**src/rtl/alu_issue_ctrl_if.sv**
```systemverilog
// Command, response and ALU drive signals of the issue controller, bundled.
// The controller uses the slave modport; the issuing side and ALU use master.
interface alu_issue_ctrl_if;
    logic       cmd_valid;
    logic       cmd_ready;
    logic [1:0] cmd_a;
    logic [1:0] cmd_b;
    logic [1:0] cmd_op;

    logic       rsp_valid;
    logic       rsp_ready;
    logic [3:0] rsp_y;
    logic       rsp_c;
    logic       rsp_timeout;

    logic [1:0] alu_a;
    logic [1:0] alu_b;
    logic [1:0] alu_ctrl;
    logic       alu_done;
    logic [3:0] alu_y;
    logic       alu_c;

    modport slave (
        input  cmd_valid, cmd_a, cmd_b, cmd_op, rsp_ready, alu_done, alu_y, alu_c,
        output cmd_ready, rsp_valid, rsp_y, rsp_c, rsp_timeout, alu_a, alu_b, alu_ctrl
    );

    modport master (
        output cmd_valid, cmd_a, cmd_b, cmd_op, rsp_ready, alu_done, alu_y, alu_c,
        input  cmd_ready, rsp_valid, rsp_y, rsp_c, rsp_timeout, alu_a, alu_b, alu_ctrl
    );
endinterface

```
**src/rtl/alu_issue_ctrl.sv**
```systemverilog
// Issue controller for the multicycle ALU: queues commands, drives operands,
// waits for a clean done handshake and returns the result or a timeout.
//
// state | meaning
// IDLE  | waiting for a queued command; pops and drives it onto the ALU
// ARM   | discarding the first done, which may belong to stale operands
// WAIT  | next done captures the result
// RESP  | response held until the consumer accepts it
module alu_issue_ctrl #(
    parameter int CMD_DEPTH = 4,
    parameter int TIMEOUT   = 15
) (
    input  logic             clk,
    input  logic             reset,
    alu_issue_ctrl_if.slave  bus,
    output logic             busy,
    output logic [7:0]       op_count
);
    localparam int AW = $clog2(CMD_DEPTH);
    localparam int TW = $clog2(TIMEOUT);
    localparam logic [TW-1:0] TIMER_LOAD = TW'(TIMEOUT - 1);

    typedef enum logic [1:0] {IDLE, ARM, WAIT, RESP} state_t;

    logic [5:0]    mem [CMD_DEPTH];
    logic [AW-1:0] wr_ptr;
    logic [AW-1:0] rd_ptr;
    logic [AW:0]   count;
    logic          full;
    logic          empty;
    logic          push;
    logic          pop;
    state_t        state;
    logic [TW-1:0] timer;

    assign full          = (count == (AW+1)'(CMD_DEPTH));
    assign empty         = (count == '0);
    assign bus.cmd_ready = !reset && !full;
    assign push          = bus.cmd_valid && bus.cmd_ready;
    assign pop           = (state == IDLE) && !empty;
    assign busy          = !reset && ((state != IDLE) || !empty);

    always_ff @(posedge clk) begin
        if (push) begin
            mem[wr_ptr] <= {bus.cmd_op, bus.cmd_a, bus.cmd_b};
        end
    end

    always_ff @(posedge clk) begin
        if (reset) begin
            wr_ptr <= '0;
            rd_ptr <= '0;
            count  <= '0;
        end else begin
            if (push) begin
                wr_ptr <= wr_ptr + 1'b1;
            end
            if (pop) begin
                rd_ptr <= rd_ptr + 1'b1;
            end
            case ({push, pop})
                2'b10:   count <= count + 1'b1;
                2'b01:   count <= count - 1'b1;
                default: count <= count;
            endcase
        end
    end

    // Timer is a down-counter loaded at issue; reaching zero in ARM/WAIT
    // marks TIMEOUT edges since the pop.
    always_ff @(posedge clk) begin
        if (reset) begin
            state           <= IDLE;
            timer           <= '0;
            bus.alu_a       <= '0;
            bus.alu_b       <= '0;
            bus.alu_ctrl    <= '0;
            bus.rsp_valid   <= 1'b0;
            bus.rsp_y       <= '0;
            bus.rsp_c       <= 1'b0;
            bus.rsp_timeout <= 1'b0;
            op_count        <= '0;
        end else begin
            case (state)
                IDLE: begin
                    if (!empty) begin
                        {bus.alu_ctrl, bus.alu_a, bus.alu_b} <= mem[rd_ptr];
                        timer <= TIMER_LOAD;
                        state <= ARM;
                    end
                end
                ARM: begin
                    if (timer == '0) begin
                        bus.rsp_y       <= '0;
                        bus.rsp_c       <= 1'b0;
                        bus.rsp_timeout <= 1'b1;
                        bus.rsp_valid   <= 1'b1;
                        state           <= RESP;
                    end else begin
                        timer <= timer - 1'b1;
                        if (bus.alu_done) begin
                            state <= WAIT;
                        end
                    end
                end
                WAIT: begin
                    // A done on the terminal edge still counts as a capture.
                    if (bus.alu_done) begin
                        bus.rsp_y       <= bus.alu_y;
                        bus.rsp_c       <= bus.alu_c;
                        bus.rsp_timeout <= 1'b0;
                        bus.rsp_valid   <= 1'b1;
                        state           <= RESP;
                    end else if (timer == '0) begin
                        bus.rsp_y       <= '0;
                        bus.rsp_c       <= 1'b0;
                        bus.rsp_timeout <= 1'b1;
                        bus.rsp_valid   <= 1'b1;
                        state           <= RESP;
                    end else begin
                        timer <= timer - 1'b1;
                    end
                end
                RESP: begin
                    if (bus.rsp_ready) begin
                        bus.rsp_valid <= 1'b0;
                        op_count      <= op_count + 1'b1;
                        state         <= IDLE;
                    end
                end
                default: state <= IDLE;
            endcase
        end
    end
endmodule

```
**src/flat_wrapper.sv**
```systemverilog
// flat-port wrapper written by rule: the top's interface ports become plain ports
module alu_issue_ctrl_flat 
#(
    parameter int CMD_DEPTH = 4,
    parameter int TIMEOUT   = 15
)
  (clk, reset, busy, op_count, bus_cmd_valid, bus_cmd_a, bus_cmd_b, bus_cmd_op, bus_rsp_ready, bus_alu_done, bus_alu_y, bus_alu_c, bus_cmd_ready, bus_rsp_valid, bus_rsp_y, bus_rsp_c, bus_rsp_timeout, bus_alu_a, bus_alu_b, bus_alu_ctrl);
  alu_issue_ctrl_if bus_i ();
  input  logic clk;
  input  logic reset;
  output logic busy;
  output logic [7:0] op_count;
  input wire logic [$bits(bus_i.cmd_valid)-1:0] bus_cmd_valid;
  input wire logic [$bits(bus_i.cmd_a)-1:0] bus_cmd_a;
  input wire logic [$bits(bus_i.cmd_b)-1:0] bus_cmd_b;
  input wire logic [$bits(bus_i.cmd_op)-1:0] bus_cmd_op;
  input wire logic [$bits(bus_i.rsp_ready)-1:0] bus_rsp_ready;
  input wire logic [$bits(bus_i.alu_done)-1:0] bus_alu_done;
  input wire logic [$bits(bus_i.alu_y)-1:0] bus_alu_y;
  input wire logic [$bits(bus_i.alu_c)-1:0] bus_alu_c;
  output wire logic [$bits(bus_i.cmd_ready)-1:0] bus_cmd_ready;
  output wire logic [$bits(bus_i.rsp_valid)-1:0] bus_rsp_valid;
  output wire logic [$bits(bus_i.rsp_y)-1:0] bus_rsp_y;
  output wire logic [$bits(bus_i.rsp_c)-1:0] bus_rsp_c;
  output wire logic [$bits(bus_i.rsp_timeout)-1:0] bus_rsp_timeout;
  output wire logic [$bits(bus_i.alu_a)-1:0] bus_alu_a;
  output wire logic [$bits(bus_i.alu_b)-1:0] bus_alu_b;
  output wire logic [$bits(bus_i.alu_ctrl)-1:0] bus_alu_ctrl;
  assign bus_i.cmd_valid = bus_cmd_valid;
  assign bus_i.cmd_a = bus_cmd_a;
  assign bus_i.cmd_b = bus_cmd_b;
  assign bus_i.cmd_op = bus_cmd_op;
  assign bus_i.rsp_ready = bus_rsp_ready;
  assign bus_i.alu_done = bus_alu_done;
  assign bus_i.alu_y = bus_alu_y;
  assign bus_i.alu_c = bus_alu_c;
  assign bus_cmd_ready = bus_i.cmd_ready;
  assign bus_rsp_valid = bus_i.rsp_valid;
  assign bus_rsp_y = bus_i.rsp_y;
  assign bus_rsp_c = bus_i.rsp_c;
  assign bus_rsp_timeout = bus_i.rsp_timeout;
  assign bus_alu_a = bus_i.alu_a;
  assign bus_alu_b = bus_i.alu_b;
  assign bus_alu_ctrl = bus_i.alu_ctrl;
  alu_issue_ctrl #(.CMD_DEPTH(CMD_DEPTH), .TIMEOUT(TIMEOUT)) u_core (.clk(clk), .reset(reset), .bus(bus_i), .busy(busy), .op_count(op_count));
endmodule
```
**config.mk**
```make
export PLATFORM = sky130hd
export DESIGN_NAME = alu_issue_ctrl_flat
export DESIGN_NICKNAME = d
export VERILOG_FILES = /design/src/rtl/alu_issue_ctrl_if.sv /design/src/rtl/alu_issue_ctrl.sv /design/src/flat_wrapper.sv
export SDC_FILE = /design/constraint.sdc
export NUM_CORES = 1
export LEC_CHECK = 0
export BUFFER_PORTS_ARGS = -buffer_cell sky130_fd_sc_hd__buf_2
export CAP_MARGIN = 20
export CORE_ASPECT_RATIO = 0.75
export CORE_UTILIZATION = 56
export DETAILED_ROUTE_END_ITERATION = 12
export PLACE_DENSITY = 0.79
export SYNTH_ARGS = -nofsm -noshare
export SYNTH_HDL_FRONTEND = slang
export SYNTH_SLANG_ARGS = --single-unit
```
**constraint.sdc**
```tcl
create_clock -name clk -period 2.9 [get_ports clk]
set_input_delay 0.29 -clock clk [delete_from_list [all_inputs] [get_ports clk]]
set_output_delay 0.29 -clock clk [all_outputs]
set_load 0.005 [all_outputs]
```
# Word level (Yosys, flattened, before mapping)
# Memories as Yosys holds them, arrays and structs flattened. A register that Yosys moved wholly into a read port is not among the register bits.
# Cells that the tools add are included.
# Widths: inputs -> output; s select.
[word_totals] input_bits=16 ram_bits=24 mem_count=1 register_bits=28
[op_classes] n_reduce_logical=21 n_eq_ne=11 mux=27 bitwise=1 n_addsub=6
[mem_list] memory="u_core.mem" words=4 word_bits=6 rd=1 rd_clocked_by_memory_dff=1 wr=1 line="alu_issue_ctrl.sv:25" text="logic [5:0] mem [CMD_DEPTH];"
[op_table] op="$mux 4" count=5
[op_table] op="$mux 2" count=6
[op_table] op="$pmux 4 s3" count=1
[op_table] op="$mux 1" count=9
[op_table] op="$add 8x1->8 const B" count=1
[op_table] op="$pmux 2 s4" count=1
[op_table] op="$pmux 4 s2" count=1
[op_table] op="$eq 2x2->1 const B" count=3
[op_table] op="$ne 2x2->1 const B" count=3
[op_table] op="$ne 3x2->1 const B" count=2
[op_table] op="$pmux 3 s2" count=1
[op_table] op="$reduce_and 2->1" count=3
[op_table] op="$reduce_bool 2->1" count=3
[op_table] op="$reduce_bool 3->1" count=2
[op_table] op="$add 2x1->2 const B" count=2
[op_table] op="$eq 2x1->1 const B" count=2
[op_table] op="$logic_and 1x1->1" count=4
[op_table] op="$logic_not 4->1" count=1
[op_table] op="$pmux 1 s2" count=2
[op_table] op="$reduce_and 4->1" count=1
[op_table] op="$sub 4x1->4 const B" count=1
[op_table] op="$add 3x1->3 const B" count=1
[op_table] op="$eq 3x3->1 const B" count=1
[op_table] op="$logic_not 1->1" count=3
[op_table] op="7 further kinds" count=7

# Longest topological paths before layout
# Gate-level depths: netlist of the first run.
[depth] word_depth=6 depth_mapped=10

# Worst setup path before layout of the first run
# OpenSTA, ideal clock, no wires.
[synth_timing] kind="register -> register" startpoint="register u_core.state[0]" endpoint="register u_core.count[2]" arrival_ps=2135 required_time_ps=2830 path_stages_with_launch=11 path_buffers=0 path_slack_ps=695 synth_period_minus_slack_ps=2205 cell_sequence="dfxtp_1 -> inv_1 -> ha_1 -> o31ai_4 -> inv_2 -> ha_1 -> inv_1 -> fa_1 -> xor2_1 -> or3_1 -> a21oi_1"
[synth_via] elab_chain_cells=4 elab_cells_between_ends=6 classes_between="2 x eq/ne; 1 x mux; 3 x reduce/logical"
[synth_rtl] element="start: declaration" line="alu_issue_ctrl.sv:33" text="state_t state;"
[synth_rtl] element="start signal: assignment" line="alu_issue_ctrl.sv:73" text="state <= IDLE;"
[synth_rtl] element="start signal: assignment" line="alu_issue_ctrl.sv:89" text="state <= ARM;"
[synth_rtl] element="start signal: assignment" line="alu_issue_ctrl.sv:98" text="state <= RESP;"
[synth_rtl] element="$logic_not 2->1 *" line="alu_issue_ctrl.sv:40" text="assign pop = (state == IDLE) && !empty;"
[synth_rtl] element="$logic_and 1x1->1 *" line="alu_issue_ctrl.sv:40"
[synth_rtl] element="net u_core.pop" line="alu_issue_ctrl.sv:32" text="logic pop;"
[synth_rtl] element="$eq 2x1->1 / $eq 2x2->1 (equally long branches)" line="alu_issue_ctrl.sv:61" text="case ({push, pop})"
[synth_rtl] element="$pmux 3 s2 / $reduce_bool 2->1 (equally long branches)"
[synth_rtl] element="end signal: assignment" line="alu_issue_ctrl.sv:62" text="2'b10: count <= count + 1'b1;"
[synth_rtl] element="end signal: assignment" line="alu_issue_ctrl.sv:63" text="2'b01: count <= count - 1'b1;"
[synth_rtl] element="end signal: assignment" line="alu_issue_ctrl.sv:64" text="default: count <= count;"
[synth_rtl] element="end: declaration" line="alu_issue_ctrl.sv:28" text="logic [AW:0] count;"
# The timed path passes the listed nets; every way through them passes the cells marked *.
# A chain may end at the register's enable or synchronous reset.

# Worst setup path after layout of the first run
# Same ends and word-level chain as after synthesis.

==> impl_metrics.env, run 1 <==
export IMPL_max_freq_ghz=0.412
export IMPL_drv_slew=0
export IMPL_leakage_nw=1.19
export IMPL_rsz0062_at_grt="no"
export IMPL_grt_ovfl_total=0
export IMPL_gp_congestion=0.733
export IMPL_path_buf_inv=3
export IMPL_yosys_cell_count_top_type="dfxtp_1"
export IMPL_crit_family="adder cells"
export IMPL_critPathCaptureType="flop"
export IMPL_dpl_cell_area_um2=2800
export IMPL_drc_errors=0
export IMPL_yosys_top_cells_count="dfxtp_1, edfxtp_1, nor2_1"
export IMPL_grt_pass1_wl_mm=7.61
export IMPL_setup_violations_final=0
export IMPL_ys_seq_area_frac=0.547
export IMPL_fin_ws_ns=0.470
export IMPL_synthArstFlopShare=0
export IMPL_cts_buffer_depth=2
export IMPL_worstPathMaxFanout=9
export IMPL_via_per_inst=5.39
export IMPL_clockRootBuffer="clkbuf_8"
export IMPL_fillers=329
export IMPL_pre_cts_ws_ns=0.503
export IMPL_synth_top_area_frac=0.281
export IMPL_cts_made_buffers=9
export IMPL_track_usage=0.222
export IMPL_yosys_warnings=0
export IMPL_die_area_um2=4850
export IMPL_cts_sinks=58
export IMPL_grt_pass1_vias=1631
export IMPL_core_area_um2=4200
export IMPL_tightest_slew_ns=0.594
export IMPL_antenna_found_initial=0
export IMPL_crit_chain="inv_1 -> ha_1 -> o31ai_4 -> inv_2 -> ha_1 -> inv_1 -> fa_1 -> xor2_1 -> or3_1 -> a21oi_1"
export IMPL_synth_edf_count=24
export IMPL_final_util=0.711
export IMPL_design_area_um2=2990
export IMPL_cts_tree="built"
export IMPL_run_status="finished, final reports clean"
export IMPL_worstPathRequired_ns=3.16
export IMPL_power_density_nw_per_um2=1010
export IMPL_port_buffers=38
export IMPL_postCtsSetupBuffers=0
export IMPL_synthDistinctLibCells=43
export IMPL_fin_worst_skew_ns=0.0110
export IMPL_cp_start_kind="flop"
export IMPL_crit_path_max_incr_delay_ns=0.43
export IMPL_drive_gt1_frac=0.255
export IMPL_wl_per_cell_um=14.2
export IMPL_postRouteAntennaNets=0
export IMPL_fp_dieW_um=80.1
export IMPL_synth_flop_cell="dfxtp_1"
export IMPL_die_h_um=60.6
export IMPL_netlist_area_um2=2560
export IMPL_crit_arrival_ns=2.69
export IMPL_finalSetupTns_ns=0
export IMPL_cts_resized=0
export IMPL_n_antenna_cell=0
export IMPL_clk_insertion_delay_late_ns=0.34
export IMPL_ctsHoldBuffers=0
export IMPL_start_util=0.610
export IMPL_peakVddDrop_mv=0.448
export IMPL_fin_crit_sh=0.838
export IMPL_rows=20
export IMPL_maxCapViolations=0
export IMPL_drt_total_wl_mm=4.67
export IMPL_dp_hpwl_mm=3.16
export IMPL_io_pins=39
export IMPL_area_growth_pct=16.7
export IMPL_path_class="flop to flop"
export IMPL_nets=298
export IMPL_vias=1774
export IMPL_fin_crit_ns=2.43
export IMPL_synth_top_area_cell="edfxtp_1"
export IMPL_hold_viol_final=0
export IMPL_clk_pin_slew_ns=0.06
export IMPL_synth_nets=256
export IMPL_cp_slowest_cell="fa_1"
export IMPL_drt_initial_drc_count=126
export IMPL_ys_ff_latch=58
export IMPL_firstDrtPassIters=4
export IMPL_cts_htree_levels=3
export IMPL_yosys_top_cells_area="edfxtp_1, dfxtp_1, ha_1"
export IMPL_syn_avg_cell_area_um2=11.3
export IMPL_slew_limit_headroom=0.600
export IMPL_synthCells=227
export IMPL_hp_class="input pin to flop"
export IMPL_grt_max_degree=37
==> where the power goes <==
| group | internal [mW] | switching (mW) |
|---|---|---|
| registers | 0.995 | 0.155 |
| clock network | 0.418 | 0.297 |
| logic | 0.542 | 0.622 |
==> cells by family (layout without fill, tap and decap cells) <==
family          count (synthesis)  after routing  share of synthesized area
simple gates                   79             79                      0.152
flops                          58             58                      0.547
compound gates                 37             37                      0.107
buf+inv                        22             69                     0.0327
fa+ha+maj                      13             13                     0.0664
xor+xnor                       11             11                     0.0376
mux                             7              7                     0.0566
==> sequential cells by signal, summed over array words and instances, names as in the netlist <==
| name | count |
|---|---|
| u_core.timer | 4 |
| u_core.bus.alu_ctrl | 2 |
| u_core.bus.alu_a | 2 |
| u_core.wr_ptr | 2 |
| u_core.bus.rsp_timeout | 1 |
| u_core.state | 2 |
| u_core.op_count | 8 |
| u_core.rd_ptr | 2 |
| u_core.bus.rsp_c | 1 |
| u_core.bus.alu_b | 2 |
| u_core.count | 3 |
| u_core.bus.rsp_y | 4 |
| u_core.mem | 24 |
| u_core.bus.rsp_valid | 1 |
==> cell usage in the layout (no fill, tap or decap), types with 2 or more instances in the layout <==
| cell type | instances |
|---|---|
| nand2_1 | 21 |
| buf_2 | 38 |
| and3_1 | 4 |
| nor3_1 | 6 |
| xor2_1 | 6 |
| buf_4 | 2 |
| or3_1 | 2 |
| a221oi_2 | 2 |
| xnor2_1 | 5 |
| mux4_2 | 6 |
| clkinv_2 | 2 |
| clkbuf_8 | 10 |
| clkbuf_1 | 3 |
| a22oi_1 | 6 |
| o21ai_0 | 4 |
| inv_1 | 12 |
| dfxtp_1 | 34 |
| and2_1 | 5 |
| nand3_1 | 7 |
| ha_1 | 12 |
| nor2_1 | 24 |
| a21oi_1 | 15 |
| nand4_1 | 2 |
| edfxtp_1 | 24 |
==> layer usage <==
layer	wire length, um	global-route usage	vias to the layer above
met4	30	0.0765	0
met5	0	0	-
met3	320	0.0932	7
li1	-	-	884
met2	1980	0.320	55
met1	2340	0.303	828
==> cell type report <==
class                           instances  area [um^2]  area share
Timing Repair Buffer                   40          205      0.0686
Clock buffer                           13          149      0.0498
Multi-Input combinational cell        147         1080       0.360
Tap cell                               55         68.8      0.0230
Clock inverter                          3         40.0      0.0134
Sequential cell                        58         1400       0.469
Inverter                               13         48.8      0.0163
==> path summary, 6_finish.rpt <==
| kind | from | endpoint | slack (ns) | cells past startpoint |
|---|---|---|---|---|
| min reg2reg | u_core.bus.alu_a[1] | u_core.bus.alu_a[1] | 0.46 | 2 |
| min | bus_cmd_a[1] | u_core.mem[0][3] | 0.17 | 1 |
| max | u_core.state[0] | u_core.count[2] | 0.47 | 10 |
| max reg2reg | u_core.state[0] | u_core.count[2] | 0.47 | 10 |
==> through the flow <==
step	power [mW]	hold slack [ns]	instances
after floorplan	2.04	0.389	227
after global placement	2.29	0.455	313
after detailed placement	2.32	0.454	313
after CTS	3.05	0.157	329
after global routing	3.24	0.165	329
final	3.03	0.170	329
==> worst reg2reg max path: cells and delay by family, from the launching register on <==
kind,cells,cell delay [ns]
adders and majority gates,3,0.91
buffers and inverters,3,0.40
DFF,1,0.32
and+or+nand+nor,1,0.30
AOI/OAI and AO/OA,2,0.27
xor gates and xnor gates,1,0.15
(Power assumes the default switching activity.)
==> run 2, diff against run 1 <==
- clock period: 2.9 -> 2.5 ns (I/O delays scaled with it)
==> impl_metrics.env, run 2 (same netlist as run 1, synthesis figures left out) <==
export IMPL_tightest_slew_ns=0.614
export IMPL_rsz0062_at_grt="no"
export IMPL_fin_worst_skew_ns=0.00918
export IMPL_postRouteAntennaNets=0
export IMPL_fin_crit_ns=2.29
export IMPL_m1WireLength_mm=2.17
export IMPL_wl_met3_um=337
export IMPL_rows=20
export IMPL_grt_ovfl_total=0
export IMPL_fin_ws_ns=0.213
export IMPL_top_regs="u_core.mem x24, u_core.op_count x8"
export IMPL_slew_limit_headroom=0.587
export IMPL_cts_buffer_depth=2
export IMPL_drc_errors=0
export IMPL_port_buffers=38
export IMPL_largest_reg_flops=24
export IMPL_io_pins=39
export IMPL_pre_cts_ws_ns=0.219
export IMPL_max_freq_ghz=0.437
export IMPL_via_per_inst=5.46
export IMPL_largest_register="u_core.mem"
export IMPL_peakVddDrop_mv=0.658
export IMPL_firstDrtPassIters=4
export IMPL_drt_initial_drc_count=96
export IMPL_worstPathMaxFanout=7
export IMPL_clk_pin_slew_ns=0.06
export IMPL_ctsHoldBuffers=0
export IMPL_track_usage=0.215
export IMPL_dpl_cell_area_um2=2820
export IMPL_critPathCaptureType="flop"
export IMPL_postCtsSetupBuffers=0
export IMPL_grt_max_degree=37
export IMPL_drt_total_wl_mm=4.59
export IMPL_die_h_um=60.6
export IMPL_fin_crit_sh=0.915
export IMPL_cts_htree_levels=3
export IMPL_dr_wl_met2_mm=2.05
export IMPL_highest_layer="met4"
export IMPL_grt_pass1_wl_mm=7.41
export IMPL_maxCapViolations=0
export IMPL_gp_congestion=0.745
export IMPL_drive_gt1_frac=0.268
export IMPL_setup_violations_final=0
export IMPL_layout_commonest_cell="buf_2"
export IMPL_cts_tree="built"
export IMPL_cts_sinks=58
export IMPL_power_density_nw_per_um2=1170
export IMPL_finalSetupTns_ns=0
export IMPL_path_class="flop to flop"
export IMPL_antenna_found_initial=0
export IMPL_cts_made_buffers=9
export IMPL_holdWs_ns=0.132
export IMPL_hold_viol_final=0
export IMPL_die_area_um2=4850
export IMPL_cp_start_kind="flop"
export IMPL_clk_insertion_delay_late_ns=0.33
export IMPL_dp_hpwl_mm=3.32
export IMPL_place_inst=315
export IMPL_drv_slew=0
export IMPL_grt_pass1_vias=1590
export IMPL_start_util=0.610
export IMPL_n_antenna_cell=0
export IMPL_crit_arrival_ns=2.55
export IMPL_design_area_um2=3000
export IMPL_wl_per_cell_um=13.9
export IMPL_hp_class="input pin to flop"
export IMPL_core_area_um2=4200
export IMPL_run_status="finished, final reports clean"
export IMPL_nets=300
export IMPL_leakage_nw=1.20
export IMPL_clockRootBuffer="clkbuf_8"
export IMPL_worstPathRequired_ns=2.76
export IMPL_vias=1806
export IMPL_instances_no_fill=331
export IMPL_fp_dieW_um=80.1
export IMPL_final_cell_mix="buf_2, dfxtp_1, nor2_1, edfxtp_1, nand2_1"
export IMPL_area_growth_pct=17.1
==> run 2: changes by cell type in the layout (fill, tap and decap cells not counted) <==
cell,delta
buf_4,+2
bufinv_16,-1
clkbuf_1,-1
clkbuf_8,+2
ha_1,-1
ha_2,+1
==> run 2: repair_timing <==
| action | CTS | global route |
|---|---|---|
| endpoints found under the setup margin | 0 | 1 |
| endpoints found under the hold margin | 0 | 0 |
| gates resized for setup | 0 | 1 |
==> run 2: per-layer routing <==
metal  vias to the layer above  GRT usage
met2                        66      0.300
met3                         4      0.101
met1                       848      0.295
met4                         0     0.0791
met5                         -          0
li1                        888          -
==> run 2: through the flow <==
stage / power, mW / utilization
3_3_place_gp: 2.68 / 0.670
5_1_grt: 3.73 / 0.714
2_1_floorplan: 2.37 / -
4_1_cts: 3.51 / 0.713
6_report: 3.50 / 0.714
3_5_place_dp: 2.74 / 0.670
==> run 2: cell type report <==
class	instances	area, um^2
Fill cell	294	1200
Clock buffer	14	173
Timing Repair Buffer	42	220
Multi-Input combinational cell	147	1080
Clock inverter	2	10.0
Inverter	13	48.8
Tap cell	55	68.8
Sequential cell	58	1400
==> run 2: where the power goes <==
group | switching, mW | internal (mW)
combinational | 0.736 | 0.660
sequential | 0.179 | 1.15
clock | 0.331 | 0.438
==> run 2: final timing paths <==
| kind | cells after the start | from | end | slack, ns |
|---|---|---|---|---|
| worst max register to register | 10 | u_core.state[0] | u_core.count[2] | 0.21 |
| worst min-delay path | 1 | bus_cmd_op[0] | u_core.mem[3][4] | 0.13 |
| worst min register to register | 2 | u_core.bus.alu_ctrl[0] | u_core.bus.alu_ctrl[0] | 0.47 |
| worst max-delay path | 10 | u_core.state[0] | u_core.count[2] | 0.21 |
==> run 2: critical path, stage by stage, from the launching register on <==
cell and delay (ns):
dfxtp_1 0.33, inv_1 0.16, ha_2 0.24, o31ai_4 0.12, inv_2 0.09, ha_1 0.18
inv_1 0.07, fa_1 0.42, xor2_1 0.16, or3_1 0.31, a21oi_1 0.14
